File: config.mk
export PLATFORM = sky130hd
export DESIGN_NAME = fetch_unit
export DESIGN_NICKNAME = d
export VERILOG_FILES = /design/src/rtl/fetch_pkg.sv /design/src/rtl/fetch_next_pc.sv /design/src/rtl/fetch_unit.sv
export SDC_FILE = /design/constraint.sdc
export NUM_CORES = 1
export LEC_CHECK = 0
export ABC_AREA = 1
export CAP_MARGIN = 25
export CORE_UTILIZATION = 49
export CTS_CLUSTER_DIAMETER = 120
export DETAILED_ROUTE_END_ITERATION = 8
export PLACE_DENSITY = 0.82
export SLEW_MARGIN = 10
export SYNTH_ARGS = -nofsm -noshare
export SYNTH_HDL_FRONTEND = slang
export SYNTH_SLANG_ARGS = --single-unit
File: constraint.sdc
create_clock -name clk -period 2.4 [get_ports clk]
set_input_delay 0.48 -clock clk [delete_from_list [all_inputs] [get_ports clk]]
set_output_delay 0.48 -clock clk [all_outputs]
set_load 0.05 [all_outputs]
File: src/rtl/fetch_pkg.sv
// Shared types and constants for the MIPS fetch stage and its control-unit neighbours.
package fetch_pkg;

    localparam int OPC_W = 6;
    localparam int JT_W  = 26;

    typedef enum logic [1:0] {
        ST_IDLE = 2'd0,
        ST_REQ  = 2'd1,
        ST_HOLD = 2'd2
    } fetch_state_e;

    localparam logic [OPC_W-1:0] OPC_RTYPE = 6'b000000;
    localparam logic [OPC_W-1:0] OPC_BEQ   = 6'b000100;
    localparam logic [OPC_W-1:0] OPC_J     = 6'b000010;

endpackage

File: src/rtl/fetch_next_pc.sv
// Combinational next-PC select for the consumed instruction: jump > taken branch > sequential.
module fetch_next_pc
    import fetch_pkg::*;
(
    input  logic [31:0]     pc_plus4,
    input  logic            branch_taken,
    input  logic [31:0]     branch_offset,
    input  logic            jump,
    input  logic [JT_W-1:0] jump_target,
    output logic [31:0]     next_pc
);

    always_comb begin
        next_pc = pc_plus4;
        if (jump) begin
            next_pc = {pc_plus4[31:28], jump_target, 2'b00};
        end else if (branch_taken) begin
            next_pc = pc_plus4 + (branch_offset << 2);
        end
    end

endmodule

File: src/rtl/fetch_unit.sv
// MIPS instruction fetch: PC, imem req/ack handshake, held instruction for decode.
// Optional perf counters (perf_fetched, perf_stall) under `FETCH_PERF_CNT_EN.
module fetch_unit
    import fetch_pkg::*;
#(
    parameter logic [31:0] RESET_PC = 32'h0000_0000
)
(
    input  logic             clk,
    input  logic             rst_n,
    output logic             imem_req,
    output logic [31:0]      imem_addr,
    input  logic [31:0]      imem_rdata,
    input  logic             imem_ack,
    input  logic             stall,
    input  logic             branch_taken,
    input  logic [31:0]      branch_offset,
    input  logic             jump,
    input  logic [JT_W-1:0]  jump_target,
    output logic [31:0]      instr,
    output logic [OPC_W-1:0] opcode,
    output logic [31:0]      pc_plus4,
    output logic             instr_valid
`ifdef FETCH_PERF_CNT_EN
    ,
    output logic [31:0]      perf_fetched,
    output logic [31:0]      perf_stall
`endif
);

    fetch_state_e r_state;
    logic [31:0]  r_pc;
    logic [31:0]  r_instr;
    logic [31:0]  r_pc_plus4;
    logic         r_instr_valid;
    logic         r_imem_req;
    logic [31:0]  w_next_pc;
    logic         w_consume;

    assign w_consume = (r_state == ST_HOLD) && !stall;

    fetch_next_pc u_next_pc (
        .pc_plus4      (r_pc_plus4),
        .branch_taken  (branch_taken),
        .branch_offset (branch_offset),
        .jump          (jump),
        .jump_target   (jump_target),
        .next_pc       (w_next_pc)
    );

    // imem_ack only matters in REQ, so a response in flight across reset lands in IDLE and is dropped.
    always_ff @(posedge clk or negedge rst_n) begin
        if (!rst_n) begin
            r_state       <= ST_IDLE;
            r_pc          <= RESET_PC;
            r_instr       <= '0;
            r_pc_plus4    <= '0;
            r_instr_valid <= 1'b0;
            r_imem_req    <= 1'b0;
        end else begin
            case (r_state)
                ST_IDLE: begin
                    r_state    <= ST_REQ;
                    r_imem_req <= 1'b1;
                end
                ST_REQ: begin
                    if (imem_ack) begin
                        r_instr       <= imem_rdata;
                        r_pc_plus4    <= r_pc + 32'd4;
                        r_instr_valid <= 1'b1;
                        r_imem_req    <= 1'b0;
                        r_state       <= ST_HOLD;
                    end
                end
                ST_HOLD: begin
                    if (!stall) begin
                        r_pc          <= w_next_pc;
                        r_instr_valid <= 1'b0;
                        r_imem_req    <= 1'b1;
                        r_state       <= ST_REQ;
                    end
                end
                default: begin
                    r_state       <= ST_IDLE;
                    r_imem_req    <= 1'b0;
                    r_instr_valid <= 1'b0;
                end
            endcase
        end
    end

    assign imem_req    = r_imem_req;
    assign imem_addr   = r_pc;
    assign instr       = r_instr;
    assign opcode      = r_instr[31:32-OPC_W];
    assign pc_plus4    = r_pc_plus4;
    assign instr_valid = r_instr_valid;

`ifdef FETCH_PERF_CNT_EN
    logic [31:0] r_perf_fetched;
    logic [31:0] r_perf_stall;

    always_ff @(posedge clk or negedge rst_n) begin
        if (!rst_n) begin
            r_perf_fetched <= '0;
            r_perf_stall   <= '0;
        end else begin
            if (w_consume) r_perf_fetched <= r_perf_fetched + 32'd1;
            if (r_instr_valid && stall) r_perf_stall <= r_perf_stall + 32'd1;
        end
    end

    assign perf_fetched = r_perf_fetched;
    assign perf_stall   = r_perf_stall;
`endif

endmodule

Word-level counts from Yosys, hierarchy flattened
Cells that the tools add are included.
{"block": "word_totals", "rom_bits": 0, "wordCells": 30, "regBits": 100, "input_bits": 96, "ram_bits": 0, "n_memories": 0, "latchBits": 0}
{"block": "classes", "eq_ne": 4, "div": 0, "n_mux": 11, "bitwise_logic": 2, "reduce_logical": 5, "n_mul": 0, "n_shift": 0, "addsub": 2, "magnitude_cmp": 0}
{"cell": "32-bit two-way mux", "count": 2}
{"cell": "32-bit by 3-bit adder with 32-bit output, second input constant", "count": 1}
{"cell": "32-bit adder", "count": 1}
{"cell": "1-bit one-hot mux with 3 select lines", "count": 2}
{"cell": "2-bit one-hot mux with 3 select lines", "count": 1}
{"cell": "2-bit AND reduction", "count": 3}
{"cell": "1-bit two-way mux", "count": 4}
{"cell": "2-bit two-way mux", "count": 2}
{"cell": "2-bit inequality test, second input constant", "count": 2}
{"cell": "3-bit AND reduction", "count": 1}
{"cell": "2-bit by 1-bit equality test with 1-bit output, second input constant", "count": 1}
{"cell": "2-bit equality test, second input constant", "count": 1}
{"cell": "2-bit zero test", "count": 1}
{"cell": "1-bit NOT", "count": 2}

Depth between registers and ports, before layout
Gate-level depths: netlist (run 1).
{"block": "depth", "word_depth": 3, "mapped_depth": 15}

By module
A second synthesis (run 1) with hierarchy kept.
{"block": "unflattened", "hier_cells": 1109, "hier_area_um2": 7314.5}
{"mod": "fetch_unit", "cells_per_inst": 543, "seq_area_each_um2": 2477.4, "instances": 1, "area_per_inst_um2": 4580.6}
{"mod": "fetch_next_pc", "cells_per_inst": 566, "seq_area_each_um2": 0.0, "instances": 1, "area_per_inst_um2": 2733.9}

Least setup slack after synthesis (run 1)
No wires, ideal clock.
{"block": "synth_path", "kind": "reg2reg", "startpoint": "reg r_pc_plus4[2] (netlist: pc_plus4[2])", "endpoint": "reg r_pc[30] (netlist: imem_addr[30])", "synth_period_minus_slack_ns": 2.259, "stages_incl_launch_ff": 14, "t_arrival_ns": 2.136, "path_slack_ns": 0.141, "setup_time_ns": 0.123, "cell_sequence": "dfrtp_1 ha_1 fa_1 nand2_1 nand2_1 and2_1 nand2_1 nand2_1 nand2_1 nand2_1 nand2_1 a21oi_1 o21ai_0 nand2_1"}
{"block": "synth_between", "elab_chain_len": 3}
{"element": "from (decl)", "line": "fetch_unit.sv:34", "text": "logic [31:0] r_pc_plus4;"}
{"element": "from (signal assigned)", "line": "fetch_unit.sv:69", "text": "r_pc_plus4 <= r_pc + 32'd4;"}
{"element": "32-bit adder", "line": "fetch_next_pc.sv:18", "text": "next_pc = pc_plus4 + (branch_offset << 2);"}
{"element": "32-bit two-way mux", "line": "fetch_next_pc.sv:17", "text": "end else if (branch_taken) begin"}
{"element": "32-bit two-way mux", "line": "fetch_next_pc.sv:15", "text": "if (jump) begin"}
{"element": "to (signal assigned)", "line": "fetch_unit.sv:77", "text": "r_pc <= w_next_pc;"}
{"element": "to (decl)", "line": "fetch_unit.sv:32", "text": "logic [31:0] r_pc;"}
Every way passes these cells.
A chain may end at the register's enable or synchronous reset.

Worst setup path in the final report (run 1)
{"block": "layout_path", "startpoint": "reg r_pc_plus4[21] (netlist: pc_plus4[21])", "endpoint": "out pc_plus4[21]"}
{"element": "to (decl)", "line": "fetch_unit.sv:22", "text": "output logic [31:0] pc_plus4,"}
No word-level cell between the ends.

==> run summary, run 1 <==
Seq cells post-synth: 99
Cells after Synth: 997
Warning count from the yosys run: 0
# Post-CTS Setup Buffers: 0
Drt initial violations: 578
Clock share of power: 10.0%
Comb pwr share: 67.4%
Worst min path class: input pin to async pin
Post-synthesis cell type count: 41
Fin crit period: 2.28 ns
Setup TNS: 0 ns
Vias in the first global route: 7557
Nets: 1399
Clock transition at path regs: 0.06 ns
WL/cell: 16.3 um
Worst-Skew Late Latency: 0.34 ns
Outcome: finished, final reports clean
Flop pwr share: 22.6%
Layout cells sized above 1: 13.3%
Sequential share of the synthesized area: 36.4%
Maximum clock path buffer count: 2
Worst Path Required: 1.92 ns
P per Cell Area: 1440 nW/um^2
Detailed Route WL: 23700 um
Root buffer cell: clkbuf_16
GRT Total Usage: 34.0%
Clock Sink Count: 99
P_int: 6.90 mW
DP HPWL: 18800 um
Place WS: -0.350 ns
Max-Cap Viols: 0
Worst Setup Start Kind: register
Port bufs: 197
Die Height: 120 um
Final Util: 75.6%
Most common cell after layout, fill and taps aside: nand2_1
Worst setup margin: 0.121 ns
Pwr Total: 14.6 mW
Core Region: 13400 sq um
Worst Skew: 0.00665 ns
Switch share: 52.7%
Io pins: 200
Std cell rows: 42
P_sw: 7.70 mW
Number of synthesized flops with an enable pin: 0
Largest net degree at the start of global routing: 44
Worst Hold Margin: 0.116 ns
Worst-margin pin slew: 0.574 ns
Synthesized area: 6810 sq um
Drt pass-1 iters: 7
Ant. Diodes: 0
Routed Antenna Nets: 0
Reg2Reg Setup Slack: 0.24 ns
Critical path arrival: 1.80 ns
FFs w/ async S/R, synth: 100%
Initial core utilization: 50.8%
Pins Over Slew Limit: 0
Critical setup path kind: register to output pin
CTS tree: yes
Grt ovf: 0
Die ar.: 14400 sq um
Setup violators final: 0
Worst-path maximum fanout: 3
Total CTS buffers: 9
Final hold vios: 0
Initial antenna violation count: 0
FF-to-FF path depth: 11
First-pass GRT wire length: 37800 um
Number of H-tree levels: 3
Vias: 7704
Post-synth top flop: dfrtp_1
Vias per cell: 5.31
Final period util: 95.0%
Residual DRC: 0
Commonest cells after routing, fill and taps aside: nand2_1, clkdlybuf4s50_1, buf_4, dfrtp_1, nor2_1
Syn Nets: 1124
Highest Clock Rate: 439 MHz
Reg2reg end: imem_addr[30]$_DFFE_PN0P_
Crit Reg-Reg Startpoint: pc_plus4[21]$_DFFE_PN0P_
Critical path capture point type: output pin
Rel. slew slack: 61.6%
Gpl congestion: 0.972
VDD IR max: 0.000968 V
Area growth, synth to finish: 48.9%
Leakage Power: 4.89 nW
Average cell area after synthesis: 6.83 sq um
Die Wd: 120 um
layer usage:
metal | track usage (%) | vias to the layer above | share of wire, %
met4 | 10.9 | 0 | 2.5
met1 | 46.6 | 3518 | 43
met5 | 0 | - | 0
met3 | 7.32 | 41 | 9.1
met2 | 53.5 | 363 | 45
li1 | - | 3782 | -
timing repair:
item                                    CTS  global route
endpoints found under the setup margin    0            22
hold endpoints to repair                  0             0
resized for setup                         0            39
hold buffers                              0             0
power by group through the flow:
stage | Combinational [mW] | Clock, mW | Sequential [mW]
final | 9.84 | 1.46 | 3.31
after global placement | 9.42 | 0 | 3.26
after CTS | 9.59 | 1.48 | 3.26
after floorplan | 3.27 | 0 | 5.69
after global routing | 10.6 | 1.56 | 3.39
after detailed placement | 9.54 | 0 | 3.26
area by class of cell:
| cell class | instances | area, sq um |
|---|---|---|
| Clock buffer | 10 | 239 |
| Clock inverter | 5 | 63.8 |
| Fill cell | 1047 | 3270 |
| Inverter | 75 | 282 |
| Multi-Input combinational cell | 784 | 4050 |
| Sequential cell | 99 | 2480 |
| Tap cell | 176 | 220 |
| Timing Repair Buffer | 303 | 2800 |
stage by stage:
stage          cells  cell area (sq um)
4_1_cts         1452               9970
3_3_place_gp    1437               9670
5_1_grt         1452              10100
3_5_place_dp    1437               9670
6_report        1452              10100
2_1_floorplan    997               6810
state kept, by name, summed over array words and instances (netlist names):
signal and cells:
pc_plus4 32, instr 32, instr_valid 1, r_state 2, imem_addr 32
how the worst max path moves through the flow:
stage,startpoint,to,depth (start not counted)
finish,pc_plus4[21]$_DFFE_PN0P_,pc_plus4[21],2
detailed placement,branch_offset[0],imem_addr[30]$_DFFE_PN0P_,14
global placement,branch_offset[0],imem_addr[30]$_DFFE_PN0P_,14
CTS,branch_offset[0],imem_addr[30]$_DFFE_PN0P_,14
global route,branch_offset[2],imem_addr[11]$_DFFE_PN0P_,12
floorplan,pc_plus4[2]$_DFFE_PN0P_,imem_addr[30]$_DFFE_PN0P_,13
kinds of logic after synthesis:
group                      synth area share, %
and+or+nand+nor                           35.0
AOI/OAI and AO/OA                         11.9
xor gates and xnor gates                  4.25
DFF                                       36.4
adders and majority gates                 5.81
buffers and inverters                     6.65
Yosys cell counts (2+ instances only):
cell	instances	area, sq um
ha_1	30	375
clkbuf_1	28	105
nand2_2	4	25.0
nor4_1	2	12.5
nor2_4	2	22.5
o22ai_1	2	12.5
nand3_1	44	220
a21o_1	4	30.0
nor2_1	93	349
nand3b_1	3	22.5
xnor2_1	20	175
nor3_1	15	75.1
dfrtp_1	99	2480
inv_1	73	274
nor3b_1	2	15.0
nand2_1	377	1420
o21ai_0	60	300
buf_1	3	11.3
o21bai_1	7	52.6
xor2_1	13	114
buf_2	2	10.0
o211ai_1	7	52.6
nand4_1	18	113
o31ai_1	2	15.0
and2_1	2	12.5
buf_4	6	45.0
a21oi_1	65	325
worst max-delay path, stage by stage (launching register included):
cell and delay, ns:
dfrtp_1 0.45, buf_4 0.19, clkdlybuf4s50_1 0.81
No activity file was read; power rests on OpenSTA's default activity.
==> run 2: changes to the inputs <==
Settings changed: ABC_AREA 1 to default, CORE_UTILIZATION 49 to 47, GPL_ROUTABILITY_DRIVEN from default to 0, PLACE_DENSITY 0.82 to default, PLACE_DENSITY_LB_ADDON from default to 0.05.
==> run summary, run 2 <==
Detailed Route WL: 21200 um (-10%)
Ant. Diodes: 0 (unchanged)
Main area contributors after synthesis: dfrtp_1, mux2_2, ha_1
Pins Over Slew Limit: 0 (unchanged)
Failing checks: setup timing
Drt initial violations: 557 (-3.6%)
Clock Sink Count: 99 (unchanged)
FF-to-FF path depth: 10 (-1)
Final period util: 109% (+14 points)
Portion of netlist area occupied by mux cells: 9.32% (+9.3 points)
Routed Antenna Nets: 0 (unchanged)
Slowest stage delay, CP: 0.43 ns (-0.38 ns)
Critical setup path kind: register to register
Max-Cap Viols: 0 (unchanged)
Seq cells post-synth: 99 (unchanged)
Highest Clock Rate: 382 MHz (-13%)
Comb pwr share: 69.4% (+2.0 points)
Worst setup margin: -0.219 ns (-0.340 ns)
Final Util: 77.2% (+1.6 points)
Commonest cells after routing, fill and taps aside: clkdlybuf4s50_1, buf_4, nand2_1, dfrtp_1, o21ai_0
Std cell rows: 42 (unchanged)
Number of synthesized flops with an enable pin: 0 (unchanged)
Buf/Inv on CP: 0 (-2)
FFs w/ async S/R, synth: 100% (unchanged)
Worst-Skew Late Latency: 0.36 ns (+0.02 ns)
Synth top area share: 39.2% (+2.8 points)
Vias: 6536 (-15%)
P per Cell Area: 1530 nW/um^2 (+6.4%)
Nets: 1104 (-21%)
Hold buffer count at CTS: 0 (unchanged)
Clock transition at path regs: 0.08 ns (+0.02 ns)
Worst Skew: 0.00741 ns (+0.000757 ns)
Switch share: 49.7% (-3.1 points)
Post-synth top flop: dfrtp_1
Register area: 2500 sq um (+1.1%)
Clock share of power: 9.6% (-0.4 points)
Residual DRC: 0 (unchanged)
Synth Area in Compound Gates: 19.0% (+7.1 points)
WL/cell: 18.3 um (+12%)
Critical path arrival: 2.90 ns (+1.10 ns)
Die ar.: 13900 sq um (-3.1%)
Crit-path slowest cell: dfrtp_2
Worst-path maximum fanout: 3 (unchanged)
Flop pwr share: 21.1% (-1.5 points)
P_sw: 7.76 mW (+0.78%)
Setup violators final: 12 (+12)
Core Region: 13200 sq um (-1.6%)
Crit Reg-Reg Startpoint: pc_plus4[2]$_DFFE_PN0P_
Cell family with most CP delay: compound AO/OA/AOI/OAI gates
Post-synthesis cell type count: 63 (+54%)
Total CTS buffers: 9 (unchanged)
Worst Setup Start Kind: register
VDD IR max: 0.00103 V (+6.8%)
Reg2reg end: imem_addr[30]$_DFFE_PN0P_
Average cell area after synthesis: 9.32 sq um (+37%)
Biggest area consumer among synthesized cells: dfrtp_1
GRT Total Usage: 30.6% (-3.4 points)
Worst-path cell chain: ha_4 > fa_2 > a21o_1 > a21oi_2 > o211a_1 > o211ai_1 > o2111ai_1 > o21ai_1 > mux2_4 > o21ai_2
Commonest cells post-synth: dfrtp_1, nand2_1, o21ai_0
Maximum clock path buffer count: 2 (unchanged)
Fin crit period: 2.62 ns (+0.340 ns)
Outcome: finished with violations
Top-count cell post-synth: dfrtp_1
Synth Area in Adders: 6.25% (+0.45 points)
Syn Nets: 805 (-28%)
Sequential share of the synthesized area: 39.2% (+2.8 points)
CTS tree: yes
Synthesized area: 6320 sq um (-7.1%)
Fillers: 920 (-12%)
Drt pass-1 iters: 5 (-2)
P_int: 7.86 mW (+14%)
Layout cells sized above 1: 29.3% (+16 points)
Rel. slew slack: 55.0% (-6.6 points)
DP HPWL: 15700 um (-16%)
Most common cell after layout, fill and taps aside: clkdlybuf4s50_1
Area growth, synth to finish: 61.2%
Worst min path class: input pin to async pin
Initial core utilization: 47.9% (-2.9 points)
Post-synthesis simple-gate area fraction: 15.5% (-20 points)
Root buffer cell: clkbuf_16
Critical path capture point type: register
Main combinational cell family by area after synthesis: compound AO/OA/AOI/OAI gates
Post-route cell area: 10200 sq um (+0.54%)
Initial antenna violation count: 0 (unchanged)
Multi-input gate area: 4120 sq um (+1.9%)
Leakage Power: 4.35 nW (-11%)
Worst-margin pin slew: 0.675 ns (+0.101 ns)
First-pass GRT wire length: 33600 um (-11%)
Grt ovf: 0 (unchanged)
Post-synthesis xor/xnor area fraction: 7.07% (+2.8 points)
Vias in the first global route: 6620 (-12%)
Port bufs: 197 (unchanged)
Cells after Synth: 678 (-32%)
Reg2Reg Setup Slack: -0.22 ns (-0.46 ns)
Io pins: 200 (unchanged)
Vias per cell: 5.64 (+6.4%)
Place WS: -0.689 ns (-0.339 ns)
RSZ-0062 raised after global routing: true
Largest net degree at the start of global routing: 55 (+25%)
Placed cell areas: 9380 sq um (-3.0%)
Worst Path Required: 2.68 ns (+0.76 ns)
Final hold vios: 0 (unchanged)
Die Wd: 118 um (-1.6%)
Die Height: 118 um (-1.6%)
Warning count from the yosys run: 0 (unchanged)
Number of H-tree levels: 3 (unchanged)
==> run 2: routing by layer <==
layer / vias up / routed length (um) / global-route usage (%)
li1: 3029 / - / -
met1: 3100 / 8790 / 39.3
met2: 347 / 9880 / 48.7
met3: 60 / 1880 / 7.46
met4: 0 / 704 / 13.9
met5: - / 0 / 0
==> run 2: power by group through the flow <==
stage,logic (mW),clock network [mW],registers [mW]
6_report,10.8,1.50,3.29
2_1_floorplan,3.59,0,5.87
5_1_grt,11.4,1.57,3.40
4_1_cts,10.5,1.52,3.27
3_5_place_dp,9.96,0,3.24
3_3_place_gp,9.81,0,3.19
==> run 2: cell families after synthesis <==
logic type      Yosys count
flops                    99
fa+ha+maj                31
compound gates          188
mux                      54
simple gates            206
xor+xnor                 51
buf+inv                  49
==> run 2: final cells by class <==
| type | count | area share, % |
|---|---|---|
| sequential | 99 | 24.6 |
| timing repair buffer | 329 | 29.5 |
| clock buffer | 10 | 2.35 |
| clock inverter | 6 | 0.639 |
| tap | 176 | 2.16 |
| inverter | 8 | 0.295 |
| multi-input combinational | 530 | 40.5 |
==> run 2: through the flow <==
step	total power, mW	setup TNS (ns)	hold slack [ns]	std cells
6_report	15.6	-0.880	0.136	1158
5_1_grt	16.4	-2.02	0.194	1158
4_1_cts	15.3	-0.961	0.169	1155
3_5_place_dp	13.2	-13.55	0.495	1126
3_3_place_gp	13.0	-12.40	0.485	1126
2_1_floorplan	9.46	-0.374	0.184	678
==> run 2: worst max path at each step <==
stage	to	from	slack (ns)	cells after the start
floorplan	imem_addr[24]$_DFFE_PN0P_	pc_plus4[2]$_DFFE_PN0P_	-0.13	10
global placement	imem_addr[25]$_DFFE_PN0P_	branch_offset[1]	-0.61	10
detailed placement	imem_addr[24]$_DFFE_PN0P_	branch_offset[0]	-0.69	11
CTS	imem_addr[24]$_DFFE_PN0P_	pc_plus4[2]$_DFFE_PN0P_	-0.20	10
global route	imem_addr[30]$_DFFE_PN0P_	pc_plus4[2]$_DFFE_PN0P_	-0.29	10
finish	imem_addr[30]$_DFFE_PN0P_	pc_plus4[2]$_DFFE_PN0P_	-0.22	10
==> run 2: what timing repair did <==
action / CTS / global route
setup endpoints to repair: 23 / 22
endpoints found under the hold margin: 0 / 0
pin swaps: 42 / 41
gates resized for setup: 68 / 27
setup buffers: 13 / 3
==> run 3: changes to the inputs <==
Settings changed: CORE_UTILIZATION 47 to 35, CTS_CLUSTER_DIAMETER 120 to 150.
==> run summary, run 3 (synthesized netlist as in run 2, its figures left out) <==
Final hold vios: 0 (unchanged)
Io pins: 200 (unchanged)
Rel. slew slack: 61.3% (+6.3 points)
Clock share of power: 9.3% (-0.3 points)
Worst setup margin: -0.144 ns (+0.0747 ns)
Initial core utilization: 36.2% (-12 points)
RSZ-0062 raised after global routing: true
Most common cell after layout, fill and taps aside: clkdlybuf4s50_1
Highest Clock Rate: 393 MHz (+2.9%)
Critical path arrival: 2.77 ns (-0.13 ns)
Number of H-tree levels: 3 (unchanged)
Worst min path class: input pin to async pin
First-pass GRT wire length: 35200 um (+4.9%)
Multi-input gate area: 4370 sq um (+5.9%)
Clock Sink Count: 99 (unchanged)
Placed Instances: 1192 (+5.9%)
Critical setup path kind: register to register
Layout cells sized above 1: 32.4% (+3.1 points)
Vias: 6506 (-0.46%)
Nets: 1119 (+1.4%)
Grt ovf: 0 (unchanged)
FF-to-FF path depth: 12 (+2)
Area growth, synth to finish: 68.3%
Clock transition at path regs: 0.08 ns (about the same)
Critical path capture point type: register
Die Wd: 136 um (+16%)
Maximum clock path buffer count: 2 (unchanged)
Initial antenna violation count: 0 (unchanged)
Root buffer cell: clkbuf_16
Setup violators final: 12 (unchanged)
Commonest cells after routing, fill and taps aside: clkdlybuf4s50_1, buf_4, nand2_1, dfrtp_1, o21ai_0
WP depth: 12 (+2)
Register area: 2500 sq um (unchanged)
Detailed Route WL: 22900 um (+7.6%)
Drt initial violations: 498 (-11%)
Cell family with most CP delay: compound AO/OA/AOI/OAI gates
GRT busiest layer: met2
GRT Total Usage: 25.0% (-5.6 points)
Die Height: 136 um (+16%)
Leakage Power: 4.54 nW (+4.3%)
Flop pwr share: 20.3% (-0.8 points)
M1 GR Usage: 33.6% (-5.7 points)
Switch share: 49.9% (+0.26 points)
Hold buffer count at CTS: 0 (unchanged)
Fin crit period: 2.54 ns (-0.0747 ns)
Failing checks: setup timing
Drt pass-1 iters: 5 (unchanged)
Die ar.: 18600 sq um (+34%)
Final period util: 106% (-3.1 points)
Worst Setup Start Kind: register
Slowest stage delay, CP: 0.43 ns (about the same)
GR Layer Usage met3: 5.78% (-1.7 points)
Pins Over Slew Limit: 0 (unchanged)
Ant. Diodes: 0 (unchanged)
P_sw: 8.17 mW (+5.3%)
P_int: 8.19 mW (+4.2%)
Largest net degree at the start of global routing: 47 (-15%)
Outcome: finished with violations
Pwr Total: 16.4 mW (+4.7%)
Worst Skew: 0.00648 ns (-0.000933 ns)
Non-Filler Instances: 1222 (+5.5%)
Vias per cell: 5.32 (-5.7%)
Port bufs: 197 (unchanged)
P per Cell Area: 1540 nW/um^2 (+0.30%)
Worst-path maximum fanout: 3 (unchanged)
Residual DRC: 0 (unchanged)
Routing usage on met2: 39.2% (-9.5 points)
Fillers: 1432 (+56%)
Comb pwr share: 70.4% (+1.0 points)
Worst-Skew Late Latency: 0.36 ns (about the same)
WL/cell: 18.7 um (+2.0%)
Core Region: 17500 sq um (+32%)
Vias in the first global route: 6491 (-1.9%)
Buf/Inv on CP: 2 (+2)
DP HPWL: 17300 um (+10%)
Max-Cap Viols: 0 (unchanged)
Worst Path Required: 2.63 ns (-0.05 ns)
Worst-path cell chain: ha_4 > fa_2 > a21o_1 > a21oi_2 > o211a_1 > o211ai_1 > buf_4 > a21oi_4 > buf_6 > xnor2_2 > mux2i_1 > a31oi_1
Total CTS buffers: 9 (unchanged)
VDD IR max: 0.00107 V (+3.5%)
CTS tree: yes
Crit-path slowest cell: dfrtp_2
Std cell rows: 48 (+14%)
Worst-margin pin slew: 0.579 ns (-0.0968 ns)
Routed Antenna Nets: 0 (unchanged)
## run 3: stage by stage
stage | hold WS [ns] | setup WS, ns | util [%] | setup TNS (ns) | instance area (sq um)
final | 0.0489 | -0.144 | 60.9 | -0.979 | 10600
after detailed placement | 0.450 | -0.733 | 54.7 | -14.89 | 9550
after CTS | 0.0515 | -0.218 | 58.6 | -1.42 | 10200
after global placement | 0.444 | -0.691 | 54.7 | -13.49 | 9550
after global routing | 0.0709 | -0.248 | 60.9 | -2.29 | 10600
after floorplan | 0.184 | -0.130 | - | -0.374 | 6480
## run 3: worst register-to-register path, delay by kind of cell (launching register included)
family                     cells  cell delay [ns]
DFF                            1             0.43
adders and majority gates      2             0.52
muxes                          1             0.16
xor gates and xnor gates       1             0.06
buffers and inverters          2             0.31
AOI/OAI and AO/OA              6             0.93
## run 3: power groups by stage
stage	Combinational [mW]	Sequential [mW]	Clock, mW
after global placement	10.2	3.23	0
after floorplan	3.59	5.87	0
after detailed placement	10.2	3.26	0
final	11.5	3.33	1.52
after CTS	10.8	3.28	1.55
after global routing	12.2	3.43	1.62
## run 3: metal layers
| metal | up-vias | wire, um |
|---|---|---|
| li1 | 3071 | - |
| met1 | 3154 | 10200 |
| met2 | 247 | 10500 |
| met3 | 34 | 1690 |
| met4 | 0 | 496 |
| met5 | - | 0 |
## run 3: what timing repair did
item / 4_1_cts / 5_1_grt
gates cloned: 0 / 0
pin swaps: 39 / 55
buffers inserted: 9 / 7
resized for setup: 72 / 66
endpoints found under the setup margin: 25 / 25
## run 3: final cells by class
cell class / count / area share, %
sequential: 99 / 23.5
clock buffer: 9 / 2.12
timing repair buffer: 344 / 29.7
inverter: 8 / 0.282
clock inverter: 7 / 0.729
multi-input combinational: 530 / 41.0
tap: 225 / 2.65
## run 3: worst paths after layout
path                                         start                        end  slack, ns
min                                          rst_n       instr[0]$_DFFE_PN0P_       0.05
max                        pc_plus4[2]$_DFFE_PN0P_  imem_addr[18]$_DFFE_PN0P_      -0.14
min reg2reg                  instr[12]$_DFFE_PN0P_      instr[12]$_DFFE_PN0P_       0.51
max reg2reg                pc_plus4[2]$_DFFE_PN0P_  imem_addr[18]$_DFFE_PN0P_      -0.14
max in group asynchronous                    rst_n      instr[24]$_DFFE_PN0P_       1.68
min in group clk             instr[12]$_DFFE_PN0P_      instr[12]$_DFFE_PN0P_       0.51
